==> config.mk <==
export PLATFORM = sky130hd
export DESIGN_NAME = lock_key_loader
export DESIGN_NICKNAME = d
export VERILOG_FILES = /design/src/rtl/lock_key_loader.sv
export SDC_FILE = /design/constraint.sdc
export NUM_CORES = 1
export LEC_CHECK = 0
export ABC_CLOCK_PERIOD_IN_PS = 1600
export CAP_MARGIN = 10
export CORE_UTILIZATION = 45
export CTS_CLUSTER_DIAMETER = 120
export DETAILED_ROUTE_END_ITERATION = 12
export PLACE_DENSITY_LB_ADDON = 0.12
export SLEW_MARGIN = 20
export SYNTH_ARGS = -nofsm -noshare
export SYNTH_HDL_FRONTEND = slang
export SYNTH_SLANG_ARGS = --single-unit
==> constraint.sdc <==
create_clock -name i_clk -period 1.6 [get_ports i_clk]
set_input_delay 0.4 -clock i_clk [delete_from_list [all_inputs] [get_ports i_clk]]
set_output_delay 0.4 -clock i_clk [all_outputs]
set_load 0.03 [all_outputs]
==> src/rtl/lock_key_loader.sv <==
// Serial key loader for a logic-locked netlist: shifts in one frame, optionally parity-checks it, then presents the key once.
// Parity checking, retry counting and lockout exist only when LOCK_KEY_LOADER_PARITY_EN is defined.
module lock_key_loader #(
    parameter int KEY_WIDTH = 4,
    parameter int MAX_RETRY = 3
) (
    input  logic                 i_clk,
    input  logic                 i_rst_n,
    input  logic                 i_start,
    input  logic                 i_ser_valid,
    input  logic                 i_ser_data,
    output logic                 o_ser_ready,
    output logic [KEY_WIDTH-1:0] o_key_out,
    output logic                 o_key_valid,
    output logic                 o_busy,
    output logic                 o_err,
    output logic                 o_lockout
);

`ifdef LOCK_KEY_LOADER_PARITY_EN
    localparam int F  = KEY_WIDTH + 1;
    localparam int RW = $clog2(MAX_RETRY + 1);
`else
    localparam int F  = KEY_WIDTH;
`endif
    localparam int BW = $clog2(F + 1);

    if (MAX_RETRY < 1 || MAX_RETRY > 15) begin : g_bad_cfg
        $error("lock_key_loader: MAX_RETRY must be 1..15");
    end

    typedef enum logic [2:0] {
        S_IDLE,
        S_SHIFT,
        S_CHECK,
        S_LOADED,
        S_FAIL,
        S_LOCKOUT
    } state_t;

    state_t               r_state;
    logic [F-1:0]         r_shreg;
    logic [BW-1:0]        r_bit_cnt;
    logic [KEY_WIDTH-1:0] r_key;
`ifdef LOCK_KEY_LOADER_PARITY_EN
    logic [RW-1:0]        r_retry_cnt;
    logic                 r_err;
`endif

    logic         w_accept;
    logic         w_last;
    logic [F-1:0] w_bit_mask;

    assign w_accept   = (r_state == S_SHIFT) && i_ser_valid;
    assign w_last     = (r_bit_cnt == BW'(F - 1));
    assign w_bit_mask = F'(i_ser_data) << r_bit_cnt;

    always_ff @(posedge i_clk or negedge i_rst_n) begin
        if (!i_rst_n) begin
            r_state     <= S_IDLE;
            r_shreg     <= '0;
            r_bit_cnt   <= '0;
            r_key       <= '0;
`ifdef LOCK_KEY_LOADER_PARITY_EN
            r_retry_cnt <= '0;
            r_err       <= 1'b0;
`endif
        end else begin
            case (r_state)
                S_IDLE, S_FAIL: begin
                    if (i_start) begin
                        r_state   <= S_SHIFT;
                        r_shreg   <= '0;
                        r_bit_cnt <= '0;
`ifdef LOCK_KEY_LOADER_PARITY_EN
                        r_err     <= 1'b0;
`endif
                    end
                end
                S_SHIFT: begin
                    if (w_accept) begin
                        r_shreg   <= r_shreg | w_bit_mask;
                        r_bit_cnt <= r_bit_cnt + BW'(1);
                        if (w_last) begin
                            r_state <= S_CHECK;
                        end
                    end
                end
                S_CHECK: begin
`ifdef LOCK_KEY_LOADER_PARITY_EN
                    if (^r_shreg == 1'b0) begin
                        r_key   <= r_shreg[KEY_WIDTH-1:0];
                        r_state <= S_LOADED;
                    end else begin
                        r_err       <= 1'b1;
                        r_retry_cnt <= r_retry_cnt + RW'(1);
                        // Lockout is terminal, so the counter never wraps.
                        r_state     <= (r_retry_cnt == RW'(MAX_RETRY - 1)) ? S_LOCKOUT : S_FAIL;
                    end
`else
                    r_key   <= r_shreg[KEY_WIDTH-1:0];
                    r_state <= S_LOADED;
`endif
                end
                S_LOADED, S_LOCKOUT: begin
                    r_state <= r_state;
                end
                default: begin
                    r_state <= S_IDLE;
                end
            endcase
        end
    end

    assign o_ser_ready = (r_state == S_SHIFT);
    assign o_busy      = (r_state == S_SHIFT) || (r_state == S_CHECK);
    assign o_key_valid = (r_state == S_LOADED);
    // The key register is only exposed while the key is declared valid.
    assign o_key_out   = r_key & {KEY_WIDTH{o_key_valid}};
`ifdef LOCK_KEY_LOADER_PARITY_EN
    assign o_err       = r_err;
    assign o_lockout   = (r_state == S_LOCKOUT);
`else
    assign o_err       = 1'b0;
    assign o_lockout   = 1'b0;
`endif

endmodule

==> results.txt <==
----------------------------------------------------
[Worst setup path]
  Most Frequent Cell on Critical Path ... buf_6
  Cells on worst reg2reg path ... 5
  Highest cell delay on the worst timing path ... roughly 0.42 ns
  Worst Setup Path Type ... reg2out
  End of the worst register-to-register path ... r_state[1]$_DFFE_PN0P_
  Kind of end point of the critical path ... output port
  R2r setup slk ... -0.02 ns
  Worst-path maximum fanout ... 6
  Critical path, cell by cell ... buf_6, ha_4, and2_4, buf_6
  Kind of cell adding the most delay to the critical path ... flip-flops
  Critical path required time ... 1.20 ns
  Critical path startpoint category ... register
  Launch instance of the worst register-to-register path ... r_state[1]$_DFFE_PN0P_
  CP max stage cell ... dfrtp_1
  CP arrival ... 1.26 ns
  Worst path buffer plus inverter count ... 2

[Global routing]
  Initial antenna violation count ... 0
  Total global routing track utilization ... between 10% and 20%
  Via count of the first global-routing pass ... around 570
  Sum of overflow across all layers after global routing ... 0
  Pin count of the biggest net entering global routing ... 14
  Global-route wire length before repair ... between 2 and 2.5 mm

[Synth]
  Cell count after synthesis ... 70
  Flip-flop and latch count after synthesis ... 13
  Largest cells by area after synthesis ... dfrtp_1, ha_1, mux2_2
  Post-Syn Area per Cell ... approximately 11 µm²
  Synth area leader ... dfrtp_1
  Share of the yosys chip area belonging to registers ... between 40% and 50%
  Netlist area before placement ... 792 µm²
  Library cells used by synthesis ... 28
  Yosys warns ... 0
  Area share of the largest cell type after synthesis ... 41.1%

[Power]
  Power density relative to cell area ... 1920 nW/µm²
  Largest voltage drop on the vdd net ... 1.28 mV
  PnR Total Power ... 2.13 mW
  Leakage ... around 0.54 nW

[Placement]
  HPWL reported at the end of detailed placement ... 1.13 mm
  # port buffers ... 11
  Number of placed instances with taps included ... about 110
  Weighted congestion at the end of routability-driven global placement ... 0.777

[Detailed routing]
  WL/cell ... roughly 13 µm
  Total wirelength of the detailed-routed design ... 1.49 mm
  Number of iterations in the first detailed-routing pass ... 5
  DRT antenna net count ... 0
  Vias post-DR ... 597
  DRC violations left ... 0
  Mean number of vias per cell ... 5.28
  Iteration-0 DRC count of the detailed router ... 7

[Cells and area]
  Multi-input gate area in the final layout ... 497 µm²
  Number of cells in the finished layout apart from fillers ... 113
  Flip-flop and latch area ... 327 µm²
  Area delta synth->final ... 40.4%
  Filler instances ... 122
  Final-stage net count ... 111
  Proportion of layout cells with a drive suffix above 1 ... a little over half
  Diode count ... 0

[Timing]
  Setup violation total in the final timing report ... 6
  Tightest hold margin ... 0.431 ns
  Unrepaired setup endpoints after global routing ... yes
  Clk_skew ... around 0.0022 ns
  Tcrit/Tclk final ... 104%
  Number of hold violations in the final report ... 0
  Number of slew-limit violations in the final report ... 0
  Setup slack of the critical path after layout ... -0.0576 ns
  Fmax achieved ... around 600 MHz
  Tmin final ... 1.66 ns

[CTS]
  Total CTS buffers ... 3
  Maximum buffer depth of the clock tree ... 2
  Clock insertion delay at the later pin of the skew report ... 0.27 ns
  Clock transition at path regs ... 0.08 ns
  CTS H-Tree Depth ... 1
  Number of clock sinks ... 13
  CTS tree ... yes
  Clock tree root buffer cell ... clkbuf_4

[Die]
  Placeable core area ... 1580 µm²
  Top-level I/O count ... 14
  Starting utilization of the core area ... 50.2%
  Chip height ... approximately 44 µm
  Die width ... 44.0 µm
  Row Count ... 14
  Full die area ... 1930 µm²

[Min path]
  Class of the worst hold path ... in2async

[Run]
  Maximum Capacitance Violations ... 0

[Status]
  Result of the run ... complete, but fails checks
  Violations in the final reports ... setup timing

----------------------------------------------------
through the flow:
step	TNS, ns	setup slack (ns)	util, %	instance area (µm²)
floorplan	-0.238	-0.122	-	826
global placement	-2.00	-0.280	63.1	995
detailed placement	-2.36	-0.339	63.1	995
CTS	-0.208	-0.0491	69.9	1100
global route	-0.553	-0.0822	70.6	1110
finish	-0.249	-0.0576	70.6	1110
cells by family (layout without fill, tap and decap cells):
logic type / after synthesis / in the layout / share of synthesized area (%)
other: 1 / 2 / 0.473
and+or+nand+nor: 20 / 20 / 16.6
buffers and inverters: 9 / 35 / 5.37
muxes: 7 / 7 / 9.64
AOI/OAI and AO/OA: 12 / 12 / 14.2
DFF: 13 / 13 / 41.1
adders and majority gates: 8 / 8 / 12.6
Yosys cell counts, drive strengths merged:
master / n
o21ai: 4
o22ai: 1
nand3: 1
a21oi: 1
mux2i: 2
nand2: 5
and3: 1
nor2b: 2
and2b: 1
o21bai: 1
ha: 8
inv: 6
nand3b: 1
or4: 1
and2: 4
nor3b: 1
conb: 1
dfrtp: 13
mux2: 5
a21o: 1
nand2b: 2
a2111oi: 1
buf: 3
a221o: 3
or4b: 1
worst max-delay path by stage:
stage          cells after the start  slack [ns]              startpoint                endpoint
2_1_floorplan                      6       -0.12  r_state[1]$_DFFE_PN0P_  r_state[1]$_DFFE_PN0P_
3_3_place_gp                       4       -0.28                 i_start  r_state[1]$_DFFE_PN0P_
3_5_place_dp                       4       -0.34                 i_start  r_state[1]$_DFFE_PN0P_
4_1_cts                            4       -0.05  r_state[1]$_DFFE_PN0P_            o_key_out[3]
5_1_grt                            4       -0.08  r_state[1]$_DFFE_PN0P_            o_key_out[0]
6_report                           4       -0.06  r_state[1]$_DFFE_PN0P_            o_key_out[2]
timing repair:
item | in CTS | in global routing
hold buffers | 0 | 0
setup buffers | 3 | 0
setup endpoints to repair | 7 | 9
hold endpoints to repair | 0 | 0
pin swaps | 3 | 0
resized for setup | 14 | 3
gates cloned | 0 | 0
placed cells by master (no fill, tap or decap), types with 2 or more instances in the layout:
cell	Yosys	layout
conb_1	1	2
buf_6	0	6
clkbuf_4	0	3
buf_4	2	15
a221o_1	3	3
mux2_2	4	4
ha_1	8	4
clkdlybuf4s50_1	0	4
mux2i_1	2	2
ha_4	0	3
inv_1	6	4
and2_4	0	4
nand2b_1	2	2
o21ai_2	2	4
inv_2	0	2
nand2_1	5	5
dfrtp_1	13	12
power breakdown:
part / total [mW] / internal [mW] / switching, mW
clock: 0.203 / 0.0965 / 0.106
sequential: 0.562 / 0.460 / 0.102
combinational: 1.37 / 0.744 / 0.622
layout make-up:
type,count,area share [%]
clock buffers,4,2.36
inverters,6,2.02
multi-input cells,49,44.7
flip-flops and latches,13,29.4
well taps,16,1.80
repair buffers,25,19.8
sequential cells by signal (all words and copies together) (netlist names):
signal     flops
r_shreg        4
r_state        2
r_bit_cnt      3
r_key          4
layer usage:
| metal | wire [µm] | track usage, % | vias to the layer above | share of wire (%) |
|---|---|---|---|---|
| met3 | 43 | 3.75 | 2 | 2.9 |
| met4 | 27 | 10.9 | 0 | 1.8 |
| met1 | 678 | 23.4 | 285 | 46 |
| li1 | - | - | 295 | - |
| met5 | 0 | 0 | - | 0 |
| met2 | 734 | 28.1 | 15 | 49 |
Note: power is estimated with default switching activity, not from simulation.
